### src/rtl/tdm_demux8_if.sv
// rtl/tdm_demux8_if.sv - sample stream in, held lanes and status out, for tdm_demux8
// master drives the sample stream; slave is the demux.
interface tdm_demux8_if #(
  parameter int WIDTH = 1
);
  logic [WIDTH-1:0]   din;
  logic               din_valid;
  logic               frame_sync;
  logic               mode;
  logic [2:0]         sel;
  logic [8*WIDTH-1:0] dout;
  logic [7:0]         dout_strobe;
  logic               frame_done;
  logic               sync_err;
  logic               locked;
  logic [2:0]         cur_ch;

  modport master (
    output din, din_valid, frame_sync, mode, sel,
    input  dout, dout_strobe, frame_done, sync_err, locked, cur_ch
  );

  modport slave (
    input  din, din_valid, frame_sync, mode, sel,
    output dout, dout_strobe, frame_done, sync_err, locked, cur_ch
  );
endinterface

### src/rtl/tdm_demux8.sv
// rtl/tdm_demux8.sv - registered 1:8 demux, explicit select or frame-synced TDM round-robin
// Optional build macro TDM_DEMUX8_CLEAR_EN: each lane write zeroes all other lanes.
module tdm_demux8 #(
  parameter int WIDTH = 1
) (
  input  logic         clk,
  input  logic         rst,
  tdm_demux8_if.slave  bus
);

  typedef enum logic {HUNT = 1'b0, LOCK = 1'b1} state_t;

  state_t             state_q, state_d;
  logic [2:0]         cur_ch_q, cur_ch_d;
  logic [8*WIDTH-1:0] dout_q, dout_d;
  logic [7:0]         strobe_q, strobe_d;
  logic               frame_done_q, frame_done_d;
  logic               sync_err_q, sync_err_d;

  logic               wr_en;
  logic [2:0]         wr_lane;

  always_ff @(posedge clk or posedge rst) begin
    if (rst) begin
      state_q      <= HUNT;
      cur_ch_q     <= 3'd0;
      dout_q       <= '0;
      strobe_q     <= 8'd0;
      frame_done_q <= 1'b0;
      sync_err_q   <= 1'b0;
    end else begin
      state_q      <= state_d;
      cur_ch_q     <= cur_ch_d;
      dout_q       <= dout_d;
      strobe_q     <= strobe_d;
      frame_done_q <= frame_done_d;
      sync_err_q   <= sync_err_d;
    end
  end

  // Steering decision: which lane (if any) this sample goes to, and FSM/counter update.
  always_comb begin
    state_d      = state_q;
    cur_ch_d     = cur_ch_q;
    frame_done_d = 1'b0;
    sync_err_d   = 1'b0;
    wr_en        = 1'b0;
    wr_lane      = 3'd0;

    if (bus.din_valid) begin
      if (!bus.mode) begin
        wr_en    = 1'b1;
        wr_lane  = bus.sel;
        state_d  = HUNT;
        cur_ch_d = 3'd0;
      end else begin
        case (state_q)
          HUNT: begin
            if (bus.frame_sync) begin
              wr_en    = 1'b1;
              wr_lane  = 3'd0;
              cur_ch_d = 3'd1;
              state_d  = LOCK;
            end
          end
          LOCK: begin
            wr_en = 1'b1;
            if (bus.frame_sync && (cur_ch_q != 3'd0)) begin
              wr_lane    = 3'd0;
              cur_ch_d   = 3'd1;
              sync_err_d = 1'b1;
            end else begin
              wr_lane      = cur_ch_q;
              cur_ch_d     = cur_ch_q + 3'd1;
              frame_done_d = (cur_ch_q == 3'd7);
            end
          end
          default: state_d = HUNT;
        endcase
      end
    end
  end

  always_comb begin
    dout_d   = dout_q;
    strobe_d = 8'd0;
    if (wr_en) begin
`ifdef TDM_DEMUX8_CLEAR_EN
      dout_d = '0;
`endif
      dout_d[int'(wr_lane)*WIDTH +: WIDTH] = bus.din;
      strobe_d = 8'd1 << wr_lane;
    end
  end

  assign bus.dout        = dout_q;
  assign bus.dout_strobe = strobe_q;
  assign bus.frame_done  = frame_done_q;
  assign bus.sync_err    = sync_err_q;
  assign bus.locked      = (state_q == LOCK);
  assign bus.cur_ch      = cur_ch_q;

endmodule
### src/flat_wrapper.sv
// flat-port wrapper written by rule: the top's interface ports become plain ports
module tdm_demux8_flat 
#(
  parameter int WIDTH = 1
)
  (clk, rst, bus_din, bus_din_valid, bus_frame_sync, bus_mode, bus_sel, bus_dout, bus_dout_strobe, bus_frame_done, bus_sync_err, bus_locked, bus_cur_ch);
  tdm_demux8_if #(.WIDTH(WIDTH)) bus_i ();
  input  logic clk;
  input  logic rst;
  input wire logic [$bits(bus_i.din)-1:0] bus_din;
  input wire logic [$bits(bus_i.din_valid)-1:0] bus_din_valid;
  input wire logic [$bits(bus_i.frame_sync)-1:0] bus_frame_sync;
  input wire logic [$bits(bus_i.mode)-1:0] bus_mode;
  input wire logic [$bits(bus_i.sel)-1:0] bus_sel;
  output wire logic [$bits(bus_i.dout)-1:0] bus_dout;
  output wire logic [$bits(bus_i.dout_strobe)-1:0] bus_dout_strobe;
  output wire logic [$bits(bus_i.frame_done)-1:0] bus_frame_done;
  output wire logic [$bits(bus_i.sync_err)-1:0] bus_sync_err;
  output wire logic [$bits(bus_i.locked)-1:0] bus_locked;
  output wire logic [$bits(bus_i.cur_ch)-1:0] bus_cur_ch;
  assign bus_i.din = bus_din;
  assign bus_i.din_valid = bus_din_valid;
  assign bus_i.frame_sync = bus_frame_sync;
  assign bus_i.mode = bus_mode;
  assign bus_i.sel = bus_sel;
  assign bus_dout = bus_i.dout;
  assign bus_dout_strobe = bus_i.dout_strobe;
  assign bus_frame_done = bus_i.frame_done;
  assign bus_sync_err = bus_i.sync_err;
  assign bus_locked = bus_i.locked;
  assign bus_cur_ch = bus_i.cur_ch;
  tdm_demux8 #(.WIDTH(WIDTH)) u_core (.clk(clk), .rst(rst), .bus(bus_i));
endmodule
### config.mk
export PLATFORM = sky130hd
export DESIGN_NAME = tdm_demux8_flat
export DESIGN_NICKNAME = d
export VERILOG_FILES = /design/src/rtl/tdm_demux8_if.sv /design/src/rtl/tdm_demux8.sv /design/src/flat_wrapper.sv
export SDC_FILE = /design/constraint.sdc
export NUM_CORES = 1
export LEC_CHECK = 0
export BUFFER_PORTS_ARGS = -buffer_cell sky130_fd_sc_hd__buf_4
export CAP_MARGIN = 0
export CORE_MARGIN = 2
export CORE_UTILIZATION = 35
export DETAILED_ROUTE_END_ITERATION = 10
export GPL_ROUTABILITY_DRIVEN = 0
export PLACE_DENSITY_LB_ADDON = 0.25
export SLEW_MARGIN = 20
export SYNTH_ARGS = -nofsm -noshare
export SYNTH_HDL_FRONTEND = slang
export SYNTH_SLANG_ARGS = --single-unit
### constraint.sdc
create_clock -name clk -period 3.6 [get_ports clk]
set_input_delay 0.72 -clock clk [delete_from_list [all_inputs] [get_ports clk]]
set_output_delay 0.72 -clock clk [all_outputs]
set_load 0.1 [all_outputs]
* Word level (Yosys, flattened, before mapping)
Cells that the tools add are included.
Cells by class: $add $sub $neg 2, multiply operators 0, divide/modulo/power cells 0, $lt $le $gt $ge 0, equal/unequal tests 2, shifts and indexed selects 3, mux-type cells 24, bitwise gates (word level) 1, reductions and logical operators 3
Operator list (count):
- $neg A3 Y33 | 1
- $shift A1 B33 Y8 const A | 1
- $shiftx A1 B33 Y8 | 1
- $mux W3 | 6
- $mux W1 | 13
- $pmux W3 S2 | 2
- $bwmux W8 | 1
- $mux W8 | 1
- $shl A1 B3 Y8 const A | 1
- $add A3 B1 Y3 const B | 1
- $eq A3 B3 Y1 const B | 1
- $ne A3 B3 Y1 const B | 1
- $reduce_bool A3 Y1 | 1
- $pmux W1 S2 | 1
- $reduce_and A2 Y1 | 1
- $logic_and A1 B1 Y1 | 1
- $not A1 Y1 | 1
Word-level totals: flip-flop bits (word level) 22, bits in latches 0, RAM bits 0, ROM bits 0, bits of input ports 9, output and inout port bits 22, word-level logic and storage cells 41, memories kept 0

* Logic depth before layout (Yosys ltp)
Gate-level depths: netlist of the first run.
depth in word-level cells 9, mapped depth 13, depth with buffers taken out 12

* Worst setup path before layout of the first run
Ideal clock, no wire load.
path type reg-to-reg, start point register u_core.cur_ch_q[0] (netlist: u_core.bus.cur_ch[0]), end point register u_core.dout_q[0] (netlist: u_core.bus.dout[0]), setup time 125 ps, arrival 3382 ps, required time 3475 ps, slack 93 ps, stages on the path, launching flop included 13, period minus slack after synthesis 3507 ps, cell sequence dfrtp_1 -> inv_1 -> ha_1 -> nand2b_4 -> a21oi_2 -> and2_1 -> o21ai_0 -> ha_1 -> ha_1 -> nor2_1 -> nand3_1 -> or4_4 -> mux2_4
On the way: longest elaborated chain between the ends 9, elaborated cells between the ends (all ways) 10, those cells by class add/sub (1); shift (2); mux (5); reduce/logical (2)
RTL lines:
- start, declared | line tdm_demux8.sv:14 | logic [2:0] cur_ch_q, cur_ch_d;
- start signal, assigned | line tdm_demux8.sv:33 | cur_ch_q <= cur_ch_d;
- $reduce_bool A3 Y1 | line tdm_demux8.sv:68 | if (bus.frame_sync && (cur_ch_q != 3'd0)) begin
- $logic_and A1 B1 Y1 | line tdm_demux8.sv:68
- $mux W3 * | line tdm_demux8.sv:68
- $pmux W3 S2 * | line tdm_demux8.sv:57 | case (state_q)
- $mux W3 * | line tdm_demux8.sv:51 | if (!bus.mode) begin
- $mux W3 * | line tdm_demux8.sv:50 | if (bus.din_valid) begin
- $neg A3 Y33 * | line tdm_demux8.sv:91 | dout_d[int'(wr_lane)*WIDTH +: WIDTH] = bus.din;
- $shiftx A1 B33 Y8 / $shift A1 B33 Y8 (equally long branches) | line tdm_demux8.sv:91
- $bwmux W8 * | line tdm_demux8.sv:91
- end signal, assigned | line tdm_demux8.sv:34 | dout_q <= dout_d;
- end, declared | line tdm_demux8.sv:15 | logic [8*WIDTH-1:0] dout_q, dout_d;
Every way passes the cells marked *; elsewhere a longest branch is shown, timed or not. A chain may end at the register's enable or synchronous reset.

* Worst setup path in the final report of the first run
Same ends and word-level chain as after synthesis.

==> flow_summary.yaml, run 1 <==
floorplanning:
  start_util_pct: 36.9
  die_h_microns: 61.0
  placement_rows: 20
  ios: 31
  core_region_area_sq_um: 3080
  die_area_sq_um: 3720
  die_w_microns: 61.0
sta:
  drv_slew: 0
  setup_viol: 0
  fin_ws_ps: 370
  rsz0062_at_grt: "no"
  period_needed_ps: 3230
  tightestPinTransition_ps: 807
  finalCritPeriodShare_pct: 89.7
  fin_tns_setup_ps: 0
  fmax_mhz: 310
  finalHoldViolations: 0
  skew_ps: 8.23
  slew_headroom_pct: 46.2
layout:
  fin_util_pct: 47.1
  final_cells: 182
  layout-drive-gt1-share_pct: 34.8
  nets: 158
  diodes: 0
  syn_to_final_growth_pct: 27.5
place:
  port-buffer-count: 30
  pre_cts_slack_ps: 253
  dp.cells: 178
  hpwl_microns: 1660
clocking:
  path_clk_slew_ps: 120
  cts-root-buf: "clkbuf_4"
  holdBufCountCts: 0
  cts_resized: 0
  clk_latency_ps: 300
  cts_setup_buffers: 0
  numCtsBuffers: 3
  clock-sinks: 22
  cts.path.max_buffers: 2
  cts_tree: "built"
  cts_max_level: 1
global_route:
  grt-ovfl-total: 0
  antenna_found_initial: 0
  grt_pass1_wl_microns: 3520
  grt_max_degree: 23
  track_usage_pct: 12.9
  grt_pass1_vias: 792
power:
  p_total_mw: 0.812
  power_density_nw_per_um2: 561
  vdd_ir_drop_max_mv: 0.402
  p_leak_nw: 0.745
worst_setup_path:
  reg2reg_slack_ps: 370
  crit_path_start_kind: "flip-flop"
  arrival_ps: 3440
  r2r_end: "u_core.bus.dout[0]"
  worst-path-max-fanout: 9
  cp.required_ps: 3810
  rr_worst_depth: 12
  cp-end-kind: "flip-flop"
  reg2reg_from: "u_core.bus.cur_ch[0]"
  crit_type: "flip-flop to flip-flop"
yosys:
  synthXorXnorAreaFrac_pct: 0
  synth-compound-area-share_pct: 7.60
  syn_area_sq_um: 1140
  synth-adder-area-share_pct: 11.0
  yosysUniqueCellTypes: 30
  synth_mux_area_share_pct: 8.26
  syn-num-nets: 126
  synth_top_family_by_area: "simple AND/OR/NAND/NOR gates"
  yosys-top-cells-area: "dfrtp_1, ha_1, mux2_2"
  synth_top_area_share_pct: 48.5
  syn_inst: 107
  syn_avg_cell_area_sq_um: 10.6
  synth-simple-area-share_pct: 20.3
  yosysSeqAreaShare_pct: 48.5
  ys_ff_latch: 22
  synth_top_area_cell: "dfrtp_1"
  yosys_warnings: 0
route:
  via_per_inst: 4.57
  num_vias: 832
  antenna_left: 0
  routed_wl_microns: 2130
  drt-pass1-iter-count: 4
  wl_per_cell_microns: 11.7
  drc_errors: 0
  first_iter_violations: 22
run_status:
  outcome: "completed"
job:
  max_cap_viol_count: 0
worst_hold_path:
  min_to: "u_core.bus.dout[7]"
  worstHoldStart: "u_core.bus.dout[7]"
  hold_path_depth: 1
  hold_class: "flip-flop to flip-flop"
state kept, by name, indices dropped and copies added (netlist names):
signal / flops
u_core.bus.sync_err: 1
u_core.bus.locked: 1
u_core.bus.frame_done: 1
u_core.bus.cur_ch: 3
u_core.bus.dout: 8
u_core.bus.dout_strobe: 8
report_power, final:
part	internal (mW)	leakage, nW	switching [mW]
Combinational	0.0784	0.422	0.258
Sequential	0.273	0.295	0.0187
Clock	0.113	0.0279	0.0714
cells in the final DEF (no fill, tap or decap), types with 2 or more instances in the layout:
master,synthesis,layout
clkbuf_4,0,3
nand2_1,9,9
mux2_2,7,7
nor2_1,9,9
o21ai_0,4,4
inv_1,7,7
ha_1,10,10
nor3b_1,3,3
and2_1,3,3
dfrtp_1,22,22
buf_4,0,30
nand3_1,8,8
a21oi_1,5,5
nor4b_1,2,2
final cells by class:
| type | instances | area, sq um |
|---|---|---|
| tap | 44 | 55.1 |
| clock buffer | 3 | 22.5 |
| inverter | 8 | 30.0 |
| fill | 296 | 1630 |
| sequential | 22 | 551 |
| clock inverter | 1 | 30.0 |
| timing repair buffer | 30 | 225 |
| multi-input combinational | 74 | 536 |
kinds of logic after synthesis:
group	count (synthesis)
AOI/OAI and AO/OA	14
and+or+nand+nor	42
muxes	8
buffers and inverters	11
adders and majority gates	10
DFF	22
stage by stage:
step | hold slack, ps | instance area (sq um)
6_report | 522 | 1450
5_1_grt | 545 | 1450
4_1_cts | 531 | 1450
3_5_place_dp | 498 | 1400
3_3_place_gp | 495 | 1400
2_1_floorplan | 709 | 1140
Yosys cell counts, drive strengths merged:
cell / count
a21oi: 6
a22o: 1
a32o: 1
and2: 3
and3: 1
buf: 2
clkbuf: 1
dfrtp: 22
ha: 10
inv: 8
mux2: 8
nand2: 9
nand2b: 1
nand3: 8
nand4b: 1
nor2: 9
nor2b: 1
nor3: 1
nor3b: 3
nor4: 1
nor4b: 2
o21a: 1
o21ai: 5
or2: 1
or4: 1
how the worst max path moves through the flow:
stage                     cells after the start                  from                 end  slack [ps]
after floorplan                              12  u_core.bus.cur_ch[0]  u_core.bus.dout[0]          90
after global placement                       10              bus_mode  u_core.bus.dout[4]         330
after detailed placement                     10              bus_mode  u_core.bus.dout[4]         250
after CTS                                    11  u_core.bus.cur_ch[1]  u_core.bus.dout[4]         350
after global routing                         11  u_core.bus.cur_ch[0]  u_core.bus.dout[4]         100
final                                        12  u_core.bus.cur_ch[0]  u_core.bus.dout[0]         370
per-layer routing:
metal | vias up | global-route usage (%) | routed length, microns
met5 | - | 0 | 0
met4 | 0 | 3.73 | 20
met2 | 20 | 21.5 | 995
met3 | 2 | 3.84 | 101
met1 | 384 | 16.1 | 1010
li1 | 426 | - | -
worst max-delay path, cell delays in order, from the launching register on:
cell and delay, ps:
dfrtp_1 470, inv_1 90, ha_1 190, nand2b_4 70, a21oi_2 260, a22o_1 350
nand2_1 150, ha_1 240, ha_1 340, nor2_1 120, nand3_1 80, or4_4 480
mux2_4 300
Note: power is estimated with default switching activity, not from simulation.
==> run 2, diff against run 1 <==
clock period = 3.4 ns   (was 3.6 ns; I/O delays follow)
==> run 2 against run 1 <==
  * Clock skew increased by 4.0 ps
  * First-iteration DRC count is 41% lower
  * Sequential share of layout area rose by 0.61 points
  * Critical path type unchanged
  * Critical endpoint unchanged
==> flow_summary.yaml, run 2 (synthesis gave the netlist of run 1 again) <==
worst_setup_path:
  cp-end-kind: "flip-flop"
  cp_cell_sequence: "inv_1, ha_1, nand2b_4, a21oi_2, and2_1, o21ai_0, ha_1, ha_1, nor2_1, nand3_1, or4_4, mux2_4"
  reg2reg_from: "u_core.bus.cur_ch[0]"
  cp.required_ps: 3600
  reg2reg_slack_ps: 290
  crit_type: "flip-flop to flip-flop"
  crit_top_cell: "ha_1"
  path_buf_inv: 1
  r2r_end: "u_core.bus.dout[0]"
  worst-path-max-fanout: 6
  worst_path_max_delay_cell: "or4_4"
  path_depth: 12
  crit_path_start_kind: "flip-flop"
  critPathMaxStageDelay_ps: 480
  rr_worst_depth: 12
  crit_family: "simple AND/OR/NAND/NOR gates"
  arrival_ps: 3320
layout:
  layout_common_cells: "buf_4, dfrtp_1, ha_1"
  multi_input_area_sq_um: 536
  ff_latch_area_sq_um: 553
  nets: 159
  layout-drive-gt1-share_pct: 36.0
  fill_cells: 303
  layout_commonest_cell: "buf_4"
  fin_util_pct: 46.5
  syn_to_final_growth_pct: 26.1
  diodes: 0
clocking:
  path_clk_slew_ps: 120
  numCtsBuffers: 3
  cts_resized: 0
  cts-root-buf: "clkbuf_4"
  cts_setup_buffers: 0
  clk_latency_ps: 300
  cts_max_level: 1
  holdBufCountCts: 0
  clock-sinks: 22
  cts_tree: "built"
  cts.path.max_buffers: 2
route:
  first_iter_violations: 13
  routed_wl_microns: 2200
  antenna_left: 0
  drc_errors: 0
  via_per_inst: 4.72
  wl_per_cell_microns: 12.0
  drt-pass1-iter-count: 4
  num_vias: 863
global_route:
  grt_pass1_vias: 791
  antenna_found_initial: 0
  grt_pass1_wl_microns: 3560
  track_usage_pct: 13.1
  grt-ovfl-total: 0
  grt_max_degree: 23
worst_hold_path:
  hold_path_depth: 1
  worstHoldStart: "u_core.bus.dout[6]"
  hold_class: "flip-flop to flip-flop"
  min_to: "u_core.bus.dout[6]"
job:
  max_cap_viol_count: 0
run_status:
  outcome: "completed"
power:
  p_leak_nw: 0.735
  vdd_ir_drop_max_mv: 0.230
  power_density_nw_per_um2: 550
sta:
  finalCritPeriodShare_pct: 91.6
  fin_tns_setup_ps: 0
  fmax_mhz: 321
  drv_slew: 0
  hold_slack_ps: 520
  setup_viol: 0
  period_needed_ps: 3110
  skew_ps: 12.2
  finalHoldViolations: 0
  slew_headroom_pct: 44.6
  rsz0062_at_grt: "no"
  tightestPinTransition_ps: 830
floorplanning:
  ios: 31
  core_region_area_sq_um: 3080
  die_h_microns: 61.0
  start_util_pct: 36.9
  die_w_microns: 61.0
  die_area_sq_um: 3720
  placement_rows: 20
place:
  port-buffer-count: 30
  hpwl_microns: 1680
run 2: final cells by class:
| type | instances | area share (%) |
|---|---|---|
| clock buffer | 4 | 1.83 |
| inverter | 8 | 2.10 |
| multi-input combinational | 74 | 37.4 |
| sequential | 22 | 38.6 |
| tap | 44 | 3.84 |
| timing repair buffer | 31 | 16.2 |
run 2: worst max-delay path by stage:
| stage | from | end |
|---|---|---|
| after floorplan | u_core.bus.locked | u_core.bus.dout[0] |
| final | u_core.bus.cur_ch[0] | u_core.bus.dout[0] |
| after global routing | u_core.bus.cur_ch[0] | u_core.bus.dout[0] |
| after global placement | bus_mode | u_core.bus.dout[0] |
| after CTS | u_core.bus.cur_ch[0] | u_core.bus.dout[0] |
| after detailed placement | bus_mode | u_core.bus.dout[0] |
run 2: per-layer routing:
layer | wire (microns) | track usage (%) | up-vias | share of wire, %
li1 | - | - | 430 | -
met1 | 1020 | 17.6 | 402 | 47
met2 | 1020 | 20.6 | 24 | 46
met3 | 98 | 2.56 | 7 | 4.5
met4 | 55 | 5.90 | 0 | 2.5
met5 | 0 | 0 | - | 0
run 2: power breakdown:
part | internal, mW | switching, mW
combinational | 0.0842 | 0.274
sequential | 0.290 | 0.0206
clock | 0.0457 | 0.0739
run 2: per-stage QoR:
stage	instances	setup slack (ps)	area [sq um]	power (mW)
3_5_place_dp	179	208	1410	0.675
4_1_cts	183	299	1430	0.797
6_report	183	287	1430	0.788
3_3_place_gp	179	299	1410	0.674
5_1_grt	183	51.5	1430	0.827
2_1_floorplan	107	48.4	1140	0.598
==> run 3, diff against run 2 <==
ABC_AREA = 1   (was not set)
==> run 3 against run 2 <==
  * Synthesized cell count rose by 29%
  * Maximum frequency is 24% higher
  * Via count grew 9.6%
  * Die area rose by 4.0%
  * Critical endpoint unchanged
  * Largest cell class unchanged
==> flow_summary.yaml, run 3 <==
sta:
  period_needed_ps: 2520
  tightestPinTransition_ps: 787
  skew_ps: 1.01
  rsz0062_at_grt: "no"
  fin_tns_setup_ps: 0
  setup_viol: 0
  finalCritPeriodShare_pct: 74.1
  drv_slew: 0
  fmax_mhz: 397
  slew_headroom_pct: 47.5
  finalHoldViolations: 0
global_route:
  track_usage_pct: 12.6
  grt_pass1_vias: 903
  grt_max_degree: 23
  grt_pass1_wl_microns: 3950
  antenna_found_initial: 0
  grt-ovfl-total: 0
route:
  drc_errors: 0
  num_vias: 946
  routed_wl_microns: 2200
  first_iter_violations: 29
  wl_per_cell_microns: 10.2
  antenna_left: 0
  drt-pass1-iter-count: 4
  via_per_inst: 4.38
power:
  vdd_ir_drop_max_mv: 0.433
  power_density_nw_per_um2: 653
  p_leak_nw: 0.805
  p_total_mw: 0.969
worst_setup_path:
  rr_worst_depth: 15
  reg2reg_from: "u_core.bus.cur_ch[0]"
  cp-end-kind: "flip-flop"
  critPathLaunch: "u_core.bus.cur_ch[0]"
  cp.required_ps: 3600
  critPathMaxStageDelay_ps: 440
  crit_type: "flip-flop to flip-flop"
  worst-path-max-fanout: 8
  crit_top_cell: "inv_1"
  worst_path_max_delay_cell: "dfrtp_1"
  crit_path_start_kind: "flip-flop"
  cp_cell_sequence: "inv_1, ha_1, nand2_1, nand2_2, nand2_1, nand2_1, inv_1, ha_1, ha_1, inv_1, nand3_1, nor2_1, nand3_2, o21ai_1, inv_1"
  arrival_ps: 2720
floorplanning:
  placement_rows: 21
  die_h_microns: 62.2
  ios: 31
  start_util_pct: 36.1
  die_w_microns: 62.2
  die_area_sq_um: 3870
  core_region_area_sq_um: 3280
run_status:
  outcome: "completed"
layout:
  final_cells: 216
  layout-drive-gt1-share_pct: 26.5
  nets: 191
  layout_commonest_cell: "buf_4"
  syn_to_final_growth_pct: 25.3
  multi_input_area_sq_um: 512
  diodes: 0
  ff_latch_area_sq_um: 551
  fill_cells: 338
  design_area_sq_um: 1490
  layout_common_cells: "buf_4, inv_1, dfrtp_1"
yosys:
  synth.most_common_cell: "inv_1"
  ys_ff_latch: 22
  synth_commonest_cells: "inv_1, dfrtp_1, nand2_1"
  yosysUniqueCellTypes: 23
  syn_inst: 138
  syn_avg_cell_area_sq_um: 8.59
  yosys_warnings: 0
  syn_area_sq_um: 1180
  yosysSeqAreaShare_pct: 46.5
  async_flop_share_pct: 100
  syn-num-nets: 157
  synth_top_area_share_pct: 46.5
  synth_edf_count: 0
  yosys-top-cells-area: "dfrtp_1, ha_1, inv_1"
  synth_top_area_cell: "dfrtp_1"
  synth-main-ff-cell: "dfrtp_1"
clocking:
  holdBufCountCts: 0
  cts_max_level: 1
  clock-sinks: 22
  clk_latency_ps: 300
  cts-root-buf: "clkbuf_4"
  cts_setup_buffers: 0
  cts_resized: 0
  cts_tree: "built"
  numCtsBuffers: 3
  cts.path.max_buffers: 2
  path_clk_slew_ps: 110
place:
  port-buffer-count: 30
  placed_area_sq_um: 1460
  hpwl_microns: 1740
  dp.cells: 213
worst_hold_path:
  hold_class: "input port to asynchronous set/reset pin"
job:
  max_cap_viol_count: 0
-- run 3: area by class of cell --
cell class                 count  share of cell area (%)
sequential                    22                    37.1
inverter                      29                    7.41
multi-input combinational     85                    34.5
tap                           46                    3.88
timing repair buffer          31                    15.7
clock buffer                   3                    1.52
-- run 3: per-stage QoR --
step                      worst slack, ps  utilization, %  hold WS [ps]
after global routing                  657            45.2           577
after floorplan                       514               -           669
final                                 880            45.2           519
after global placement                783            44.5           508
after detailed placement              708            44.5           505
after CTS                             867            45.2           532
-- run 3: worst paths after layout --
check / to / slack (ps)
worst min-delay path: u_core.bus.dout[5] / 520
worst max-delay path: u_core.bus.dout[0] / 880
worst min register to register: u_core.bus.dout[1] / 530
max in group asynchronous: u_core.bus.cur_ch[2] / 2400
min in group clk: u_core.bus.dout[1] / 530
worst max register to register: u_core.bus.dout[0] / 880
-- run 3: routing by layer --
| layer | vias up | track usage (%) | routed length, microns | part of all wire (%) |
|---|---|---|---|---|
| li1 | 497 | - | - | - |
| met1 | 424 | 15.5 | 1050 | 48 |
| met2 | 23 | 21.1 | 996 | 45 |
| met3 | 2 | 3.26 | 125 | 5.7 |
| met4 | 0 | 5.00 | 27 | 1.2 |
| met5 | - | 0 | 0 | 0 |
-- run 3: kinds of logic after synthesis --
kind of cell	Yosys count	synth area share [%]
compound gates	18	8.55
fa+ha+maj	10	10.6
buf+inv	31	10.3
flops	22	46.5
simple gates	57	24.1
-- run 3: critical path, delay by kind of cell, from the launching register on --
kind | cells | cell delay [ps]
adders and majority gates | 3 | 760
DFF | 1 | 440
AOI/OAI and AO/OA | 1 | 120
and+or+nand+nor | 7 | 720
buffers and inverters | 4 | 390
-- run 3: report_power, final --
group	switching [mW]	leakage, nW	internal (mW)
logic	0.420	0.505	0.105
clock network	0.0729	0.0138	0.0412
registers	0.0257	0.286	0.305
total	0.518	0.805	0.451
